<file path="src/rtl/csc_rgb2ycbcr_pipe.sv">
// rtl/csc_rgb2ycbcr_pipe.sv - pipelined RGB to YCbCr converter, BT.601/BT.709/bypass, 4-cycle latency
module csc_rgb2ycbcr_pipe #(
  parameter int DW  = 8,
  parameter int LAT = 4
) (
  input  logic          clk,
  input  logic          rst_b,
  input  logic          vs_in,
  input  logic          hs_in,
  input  logic          de_in,
  input  logic [DW-1:0] r_in,
  input  logic [DW-1:0] g_in,
  input  logic [DW-1:0] b_in,
  input  logic [1:0]    mode_sel,
  output logic          vs_out,
  output logic          hs_out,
  output logic          de_out,
  output logic [DW-1:0] y_out,
  output logic [DW-1:0] cb_out,
  output logic [DW-1:0] cr_out,
  output logic [1:0]    mode_active
);

  localparam int PW = DW + 10;
  localparam int SW = DW + 12;

  localparam logic signed [SW-1:0] RND   = SW'(128);
  localparam logic signed [SW-1:0] Y_OFF = SW'(16 << (DW - 8));
  localparam logic signed [SW-1:0] C_OFF = SW'(128 << (DW - 8));
  localparam logic signed [SW-1:0] MAXV  = SW'((1 << DW) - 1);

  logic                 vs_prev;
  logic [1:0]           mode_now;
  logic [LAT-1:0]       vs_d, hs_d, de_d;

  logic [DW-1:0]        raw1 [3];
  logic [DW-1:0]        raw2 [3];
  logic [DW-1:0]        raw3 [3];
  logic [1:0]           mode1;
  logic                 byp2, byp3;

  logic signed [8:0]    cf   [9];
  logic signed [PW-1:0] prod [9];
  logic signed [PW-1:0] p2   [9];
  logic signed [SW-1:0] s3   [3];
  logic signed [SW-1:0] shv  [3];
  logic [DW-1:0]        clp  [3];

  // A pixel arriving with the vs rising edge already belongs to the new frame's mode
  assign mode_now = (vs_in && !vs_prev) ? mode_sel : mode_active;

  // Frame mode latch on vs rising edge
  always_ff @(posedge clk or negedge rst_b) begin
    if (!rst_b) begin
      vs_prev     <= 1'b0;
      mode_active <= 2'b00;
    end else begin
      vs_prev     <= vs_in;
      mode_active <= mode_now;
    end
  end

  // Sync delay lines, same depth as the datapath
  always_ff @(posedge clk or negedge rst_b) begin
    if (!rst_b) begin
      vs_d <= '0;
      hs_d <= '0;
      de_d <= '0;
    end else begin
      vs_d <= {vs_d[LAT-2:0], vs_in};
      hs_d <= {hs_d[LAT-2:0], hs_in};
      de_d <= {de_d[LAT-2:0], de_in};
    end
  end

  assign vs_out = vs_d[LAT-1];
  assign hs_out = hs_d[LAT-1];
  assign de_out = de_d[LAT-1];

  // S1: register pixel components and the mode they are converted with
  always_ff @(posedge clk or negedge rst_b) begin
    if (!rst_b) begin
      for (int i = 0; i < 3; i++) raw1[i] <= '0;
      mode1 <= 2'b00;
    end else begin
      raw1[0] <= r_in;
      raw1[1] <= g_in;
      raw1[2] <= b_in;
      mode1   <= mode_now;
    end
  end

  // Coefficient table, rows Y/Cb/Cr, columns R/G/B, scaled by 256
  always_comb begin
    cf[0] =  9'sd66;  cf[1] =  9'sd129; cf[2] =  9'sd25;
    cf[3] = -9'sd38;  cf[4] = -9'sd74;  cf[5] =  9'sd112;
    cf[6] =  9'sd112; cf[7] = -9'sd94;  cf[8] = -9'sd18;
    if (mode1 == 2'b01) begin
      cf[0] =  9'sd47;  cf[1] =  9'sd157; cf[2] =  9'sd16;
      cf[3] = -9'sd26;  cf[4] = -9'sd86;  cf[5] =  9'sd112;
      cf[6] =  9'sd112; cf[7] = -9'sd102; cf[8] = -9'sd10;
    end
  end

  // Nine signed products: component zero-extended, coefficient sign-extended
  always_comb begin
    for (int ch = 0; ch < 3; ch++) begin
      for (int c = 0; c < 3; c++) begin
        prod[ch*3+c] = PW'($signed({1'b0, raw1[c]})) * PW'(cf[ch*3+c]);
      end
    end
  end

  // S2: register products, carry raw pixel for bypass
  always_ff @(posedge clk or negedge rst_b) begin
    if (!rst_b) begin
      for (int i = 0; i < 9; i++) p2[i] <= '0;
      for (int i = 0; i < 3; i++) raw2[i] <= '0;
      byp2 <= 1'b0;
    end else begin
      for (int i = 0; i < 9; i++) p2[i] <= prod[i];
      for (int i = 0; i < 3; i++) raw2[i] <= raw1[i];
      byp2 <= mode1[1];
    end
  end

  // S3: per-channel sum with rounding constant
  always_ff @(posedge clk or negedge rst_b) begin
    if (!rst_b) begin
      for (int i = 0; i < 3; i++) s3[i] <= '0;
      for (int i = 0; i < 3; i++) raw3[i] <= '0;
      byp3 <= 1'b0;
    end else begin
      for (int ch = 0; ch < 3; ch++) begin
        s3[ch] <= SW'(p2[ch*3]) + SW'(p2[ch*3+1]) + SW'(p2[ch*3+2]) + RND;
      end
      for (int i = 0; i < 3; i++) raw3[i] <= raw2[i];
      byp3 <= byp2;
    end
  end

  // Floor shift, offset and clamp into the unsigned output range
  always_comb begin
    for (int ch = 0; ch < 3; ch++) begin
      shv[ch] = (s3[ch] >>> 8) + ((ch == 0) ? Y_OFF : C_OFF);
      clp[ch] = shv[ch][DW-1:0];
      if (shv[ch] < 0) begin
        clp[ch] = '0;
      end else if (shv[ch] > MAXV) begin
        clp[ch] = MAXV[DW-1:0];
      end
    end
  end

  // S4: output register with blanking while the aligned de is low
  always_ff @(posedge clk or negedge rst_b) begin
    if (!rst_b) begin
      y_out  <= '0;
      cb_out <= '0;
      cr_out <= '0;
    end else if (!de_d[LAT-2]) begin
      y_out  <= '0;
      cb_out <= '0;
      cr_out <= '0;
    end else if (byp3) begin
      y_out  <= raw3[0];
      cb_out <= raw3[1];
      cr_out <= raw3[2];
    end else begin
      y_out  <= clp[0];
      cb_out <= clp[1];
      cr_out <= clp[2];
    end
  end

endmodule

</file>
<file path="config.mk">
export PLATFORM = sky130hd
export DESIGN_NAME = csc_rgb2ycbcr_pipe
export DESIGN_NICKNAME = d
export VERILOG_FILES = /design/src/rtl/csc_rgb2ycbcr_pipe.sv
export SDC_FILE = /design/constraint.sdc
export NUM_CORES = 1
export LEC_CHECK = 0
export CAP_MARGIN = 5
export CORE_ASPECT_RATIO = 1.4
export CORE_MARGIN = 10
export CORE_UTILIZATION = 35
export CTS_BUF_LIST = sky130_fd_sc_hd__clkbuf_16
export DETAILED_ROUTE_END_ITERATION = 6
export GPL_TIMING_DRIVEN = 0
export PLACE_DENSITY = 0.62
export SLEW_MARGIN = 5
export SYNTH_ARGS = -nofsm -noshare
export SYNTH_HDL_FRONTEND = slang
export SYNTH_SLANG_ARGS = --single-unit
</file>
<file path="constraint.sdc">
create_clock -name clk -period 10.6 [get_ports clk]
set_input_delay 2.65 -clock clk [delete_from_list [all_inputs] [get_ports clk]]
set_output_delay 2.65 -clock clk [all_outputs]
set_load 0.005 [all_outputs]
</file>
== Yosys cells after proc, flatten, opt, wreduce, memory -nomap -nowiden ==
Cells that the tools add are included.

* Flip-flop bits (word level): 332
* Output and inout port bits: 29

* Add/sub/neg operators: 12
* Multipliers: 9
* Magnitude comparators: 6
* Equality and inequality tests: 1
* Multiplexer cells: 13
* Reduce and logical (&&, ||, !) cells: 2

{| class="wikitable"
|+ Operator list
! cell !! number
|-
| $mul 9x9->18 || 8
|-
| $mux 8 || 12
|-
| $mux 79 || 1
|-
| $add 19x18->20 || 3
|-
| $add 20x9->20 const B || 3
|-
| $gt 13x9->1 const B || 3
|-
| $lt 13x1->1 const B || 3
|-
| $add 18x18->19 || 2
|-
| $add 12x9->13 const B || 2
|-
| $add 16x18->19 || 1
|-
| $mul 8x7->15 || 1
|-
| $add 12x6->13 const B || 1
|-
| $eq 2x1->1 const B || 1
|-
| $logic_and 1x1->1 || 1
|-
| $logic_not 1->1 || 1
|}

== Longest topological paths before layout ==
Gate-level depths: netlist of run 1.

* Word-level depth: 6
* Mapped depth: 23
* Gate-level depth less buffers: 21

== Worst setup path before layout of run 1 ==
OpenSTA, ideal clock, no wires.

* Kind: register -> register
* From: reg mode1[1]
* To: reg p2[16] (netlist bit)
* Library setup time: 116 ps
* Data arrival time: 5013 ps
* Data required time: 10484 ps
* Setup slack: 5471 ps
* Cell stages (with the launch flop): 18
* Buffers on the path: 2
* Cell sequence: dfrtp_1 -> nor2b_1 -> clkbuf_1 -> buf_1 -> nand2_1 -> fa_1 -> fa_1 -> fa_1 -> inv_1 -> fa_1 -> ha_1 -> fa_1 -> a21o_1 -> a21oi_1 -> o21bai_1 -> a21oi_1 -> o21ai_0 -> o311ai_0

{| class="wikitable"
|+ RTL lines
! what !! line !! source
|-
| start, declared || 39 || <nowiki>logic [1:0] mode1;</nowiki>
|-
| start signal, assigned || 89 || <nowiki>mode1 <= mode_now;</nowiki>
|-
| end, declared || 44 || <nowiki>logic signed [PW-1:0] p2 [9];</nowiki>
|}

==> metrics.txt, run 1 <==
status completed; Power Dens Cells 324 mW/mm²; Worst-Margin Slew 1.19 ns; clk buf depth 3; initial antenna violation count 0; Starting Density 35.3%; clk_lat worst skew 0.59 ns; Critical Path RT 10.97 ns; ANT nets after route 0; nets 2,806; Post-CTS Hold Buffers 0; router iterations before antenna repair 5; pin count of the biggest net entering global routing 118; ys flop type dfrtp_1; most common cell in the netlist ha_1; Slew Viols, Final 0; Vias/cell 4.72; EDFF count, synth 0; Top-Level Pins 60; PostCTS Resize Cnt 0; vias in the first global route 15,300; final clock skew 0.0388 ns; VDD IR max 0.000175 V; Setup crit end kind register; Max Fclk 0.140 GHz; Worst setup SP type register; Mapped Area 0.0223 mm²; Setup-failing EPs final 0; total number of vias 13,900; Commonest cells post-synth ha_1, inv_1, dfrtp_1; fin area 0.0249 mm²; H-tree level count 1; synthesized netlist cell count 1,988; Die Y 319 µm; clock-pin slew on the worst setup and hold paths 0.06 ns; total gr overflow 0; GPL Wtd Cong 0.883; Seq cells post-synth 272; Detail Placement HPWL 41,800 µm; Max Cap Viol 0; Port Buffers 59; 1st-iter DRT viols 603; critical path peak fanout 10; final worst slack 3.43 ns; Ant. Diodes 0; Remaining DRCs 0; clock sinks 272; Wirelength per Cell 17.1 µm; share of the synthesized area in the top cell type 30.5%; # rows 109; CTS tree done; die width 233 µm; ys async rst share 100%; core box area 0.0631 mm²; GRT Util Overall 13.9%; Avg Inst Size Synth 11.2 µm²; Yosys warnings 0; critical path type register to register; minimum clock period 7.17 ns; total die area 0.0744 mm²; RSZ-0062 raised after global routing no; dpl cell area 0.0240 mm²; first-pass GRT wire length 81,200 µm; Placement Setup Slack 3.38 ns; total CTS buffers 28; P&R area growth vs syn 11.7%; root buffer cell clkbuf_16; Rel. slew slack 19.5%; leading area contributor after synthesis dfrtp_1; drt total wl 50,300 µm; synth unique cells 56; sequential area share after synthesis 30.5%; Fin Hold WS 0.347 ns; worst path arrival time 7.54 ns; top post-synthesis cells by area dfrtp_1, ha_1, fa_1, inv_1, xnor2_1; Hold Fails Final Rpt 0; crit share post-route 67.6%; fraction of layout cells with a size suffix above 1 2.75%; hold crit path type register to register; P_leak 13.1 nW; post-CTS setup buffer count 0
## cell type report
type / count / area, µm²
Buffer: 20 / 75.1
Clock buffer: 28 / 701
Clock inverter: 19 / 173
Fill cell: 5985 / 38200
Inverter: 382 / 1430
Multi-Input combinational cell: 1325 / 14000
Sequential cell: 272 / 6810
Tap cell: 832 / 1040
Timing Repair Buffer: 61 / 651
## worst max-delay path, stage by stage (launching register included)
cell and delay, ns:
dfrtp_1 0.42, nor2b_1 0.22, clkbuf_1 0.62, buf_1 0.69
o21ai_0 0.26, ha_1 0.24, clkbuf_1 0.11, fa_1 0.53
inv_1 0.05, fa_1 0.48, inv_1 0.06, fa_1 0.48
ha_1 0.36, fa_1 0.47, a21o_1 0.17, a21oi_1 0.23
o21bai_1 0.10, a21oi_1 0.24, o21ai_0 0.21, o311ai_0 1.04
## layout by cell type, fill, tap and decap left out, types with 51 or more instances in the layout
master,instances
inv_1,391
o21ai_0,51
clkdlybuf4s50_1,58
nand2_1,80
dfrtp_1,272
nor2_1,74
xnor2_1,68
ha_1,484
a21oi_1,75
fa_1,201
## layer usage
layer	share of wire, %	vias up	GRT usage [%]
li1	-	6683	-
met1	39	6971	15.1
met2	56	136	26.9
met3	2.2	71	1.16
met4	3.6	0	5.14
met5	0	-	0
## through the flow
step | setup TNS [ns] | std cells | util [%] | total power, mW
floorplan | 0 | 1999 | - | 5.65
global placement | -1253.74 | 2890 | 38.0 | 6.99
detailed placement | 0 | 2892 | 38.1 | 7.14
CTS | 0 | 2939 | 39.5 | 8.21
global route | 0 | 2939 | 39.5 | 8.95
finish | 0 | 2939 | 39.5 | 8.07
## flip-flops by register name (all words and copies together) (netlist names)
name,count
byp2,1
raw2,20
hs_d,4
y_out,8
cb_out,8
de_d,4
mode1,2
s3,34
byp3,1
cr_out,8
p2,130
raw1,24
raw3,24
vs_d,4
## power breakdown
part           switching (mW)  internal [mW]  total [mW]
registers               0.230           1.45        1.68
clock network           0.420          0.548       0.968
logic                    3.04           2.38        5.42
total                    3.69           4.38        8.07
## worst paths after layout
kind,startpoint,end,slack (ns),cells past startpoint
hold reg to reg,de_d[1],de_d[2],0.35,0
hold / removal,de_d[1],de_d[2],0.35,0
setup / recovery,mode1[0],p2[106],3.43,19
setup reg to reg,mode1[0],p2[106],3.43,19
max in group asynchronous,rst_b,raw2[20],7.17,3
min in group asynchronous,rst_b,p2[88],1.95,1
## logic make-up (layout without fill, tap and decap cells)
kind of cell,count (synthesis),in the layout,share of synthesized area [%]
AND/OR/NAND/NOR,257,257,5.40
other,2,13,0.0337
AO/OA/AOI/OAI,263,263,7.89
adder cells (fa/ha/maj),685,685,45.2
multiplexers,3,3,0.146
flip-flops,272,272,30.5
buffers and inverters,402,510,6.76
XOR/XNOR,104,104,4.08
Note: power is estimated with default switching activity, not from simulation.
==> inputs of run 2 (changes only) <==
--- a/config.mk
+++ b/config.mk
@@ -12,7 +12,7 @@
 export CTS_BUF_LIST = sky130_fd_sc_hd__clkbuf_16
 export DETAILED_ROUTE_END_ITERATION = 6
 export GPL_TIMING_DRIVEN = 0
-export PLACE_DENSITY = 0.62
+export PLACE_DENSITY = 0.64
 export SLEW_MARGIN = 5
 export SYNTH_ARGS = -nofsm -noshare
 export SYNTH_HDL_FRONTEND = slang
==> constraint.sdc (replaced) <==
create_clock -name clk -period 6.3 [get_ports clk]
set_input_delay 1.575 -clock clk [delete_from_list [all_inputs] [get_ports clk]]
set_output_delay 1.575 -clock clk [all_outputs]
set_load 0.005 [all_outputs]
==> run 2 against run 1 <==
  * Clock power is 73% higher
  * First-iteration DRC count is 4.8% lower
  * Core utilization is 0.060 points higher
  * Via count up 0.14%
  * Count of clock-buffer cells in the layout fell by 1
  * Flip-flop and latch count is the same
  * Global-route usage hardly changed
  * Non-clock buffer count is 1 lower
  * Die area unchanged
  * Total power increased by 68%
  * Critical endpoint is now p2[88]
==> metrics.txt, run 2 (same netlist as run 1, synthesis figures left out) <==
status completed (unchanged); Port Buffers 59 (unchanged); total CTS buffers 27 (was 28); post-route non-filler standard cell count 2,939 (unchanged); clock sinks 272 (unchanged); critical path type register to register (unchanged); Remaining DRCs 0 (unchanged); critical path peak fanout 10 (unchanged); P_leak 13.2 nW (was 13.1 nW); total gr overflow 0 (unchanged); worst path cell trace nand2b_1, clkbuf_2, nor2_1, ha_1, a21o_1, fa_1, inv_1, fa_1, inv_1, fa_1, ha_1, ha_1, a21o_1, a21oi_1, o21ai_0, a21oi_1, o21ai_0, o311ai_0 (was nor2b_1, clkbuf_1, buf_1, o21ai_0, ha_1, clkbuf_1, fa_1, inv_1, fa_1, inv_1, fa_1, ha_1, fa_1, a21o_1, a21oi_1, o21bai_1, a21oi_1, o21ai_0, o311ai_0); Hold Crit Depth 0 (unchanged); setup TNS 0 ns (unchanged); H-tree level count 1 (unchanged); ANT nets after route 0 (unchanged); Die Y 319 µm (unchanged); Ant. Diodes 0 (unchanged); # rows 109 (unchanged); crit share post-route 96.1% (was 67.6%); initial antenna violation count 0 (unchanged); post-CTS setup buffer count 0 (unchanged); first-pass GRT wire length 81,000 µm (was 81,200 µm); Hold Fails Final Rpt 0 (unchanged); die width 233 µm (unchanged); nets 2,804 (was 2,806); Max Fclk 0.165 GHz (was 0.140 GHz); Crit-path slowest cell fa_1 (was o311ai_0); clk_lat worst skew 0.56 ns (was 0.59 ns); reg2reg path depth 18 (was 19); total number of vias 13,900 (about the same); drt total wl 49,900 µm (was 50,300 µm); CTS tree done (unchanged); commonest non-fill, non-tap cell in the layout ha_1 (unchanged); Wirelength per Cell 17.0 µm (was 17.1 µm); RR Endpoint p2[88] (was p2[106]); clk buf depth 3 (unchanged); Fin Hold WS 0.341 ns (was 0.347 ns); Rel. slew slack 42.1% (was 19.5%); GPL Wtd Cong 0.874 (was 0.883); clock-pin slew on the worst setup and hold paths 0.07 ns (was 0.06 ns); R2R Path Start mode1[1] (was mode1[0]); final clock skew 0.0120 ns (was 0.0388 ns); fraction of layout cells with a size suffix above 1 3.32% (was 2.75%); Slew Viols, Final 0 (unchanged); Biggest register p2 (unchanged); Setup crit end kind register (unchanged); most frequent cells in the layout ha_1, inv_1, dfrtp_1, fa_1, nand2_1 (unchanged); hold crit path type register to register (unchanged); vias in the first global route 15,400 (was 15,300); Worst setup SP type register (unchanged); max FFs per register 130 (unchanged); RSZ-0062 raised after global routing no (unchanged); Vias/cell 4.72 (about the same); root buffer cell clkbuf_16 (unchanged); Starting Density 35.3% (unchanged); worst path arrival time 6.45 ns (was 7.54 ns); P&R area growth vs syn 11.9% (was 11.7%); Tot Pwr 13.6 mW (was 8.07 mW); Critical Path Sink p2[88] (was p2[106]); Power Dens Cells 545 mW/mm² (was 324 mW/mm²); router iterations before antenna repair 5 (unchanged); Detail Placement HPWL 41,600 µm (was 41,800 µm); VDD IR max 0.000302 V (was 0.000175 V); Top-Level Pins 60 (unchanged); Worst-Margin Slew 0.869 ns (was 1.19 ns); biggest regs p2 (130), s3 (34) (unchanged); 1st-iter DRT viols 574 (was 603); R2R setup slack 0.25 ns (was 3.43 ns); total die area 0.0744 mm² (unchanged); HP Start raw2[13] (was de_d[1]); core box area 0.0631 mm² (unchanged); Setup-failing EPs final 0 (unchanged); Post-Place Cells 2,892 (unchanged); GRT Util Overall 13.9% (about the same); Critical Path RT 6.70 ns (was 10.97 ns); pin count of the biggest net entering global routing 121 (was 118); Max Cap Viol 0 (unchanged); minimum clock period 6.05 ns (was 7.17 ns); slowest cell delay on critical path 0.54 ns (was 1.04 ns); CP startpoint mode1[1] (was mode1[0])
[run 2: changes by cell type in the layout (fill, tap and decap cells not counted), sizes merged]
cell / before / now
clkinvlp: 1 / 0
clkinv: 5 / 10
clkbuf: 47 / 45
inv: 392 / 389
bufinv: 3 / 4
[run 2: worst min path at each step]
stage,end
6_report,raw3[13]
5_1_grt,raw3[13]
4_1_cts,raw3[13]
3_5_place_dp,de_d[1]
3_3_place_gp,raw3[15]
2_1_floorplan,byp3
[run 2: what timing repair did]
item,CTS,global route
setup endpoints to repair,14,4
gates resized for setup,6,4
pin swaps,0,1
cloned,0,0
hold buffers,0,0
[run 2: layout make-up]
cell class / instances / area, µm²
Buffer: 19 / 80.1
Inverter: 382 / 1430
Clock buffer: 27 / 676
Tap cell: 832 / 1040
Clock inverter: 21 / 223
Sequential cell: 272 / 6810
Multi-Input combinational cell: 1325 / 14000
Timing Repair Buffer: 61 / 651
Fill cell: 5955 / 38200
[run 2: report_power, final]
| group | switching [mW] | total, mW | internal [mW] |
|---|---|---|---|
| Sequential | 0.383 | 2.82 | 2.44 |
| Combinational | 5.09 | 9.10 | 4.01 |
| Clock | 0.718 | 1.67 | 0.953 |
| Total | 6.19 | 13.6 | 7.40 |
[run 2: layer usage]
layer / up-vias / global-route usage, % / part of all wire (%)
li1: 6671 / - / -
met1: 6908 / 15.1 / 38
met2: 197 / 25.7 / 54
met3: 105 / 1.24 / 2.3
met4: 0 / 7.77 / 5.8
met5: - / 0 / 0
[run 2: through the flow]
step           util, %  instance area (µm²)  setup slack (ns)
2_1_floorplan        -                22400              1.17
3_3_place_gp      38.0                24000             -7.93
5_1_grt           39.5                25000           0.00861
6_report          39.5                25000             0.248
4_1_cts           39.5                25000            0.0302
3_5_place_dp      38.1                24000             -1.10
[run 2: worst max-delay path: cells and delay by family, from the launching register on]
kind                     cells  cell delay (ns)
AND/OR/NAND/NOR              2             0.75
AO/OA/AOI/OAI                7             1.71
flip-flops                   1             0.43
buffers and inverters        3             0.59
adder cells (fa/ha/maj)      6             2.40
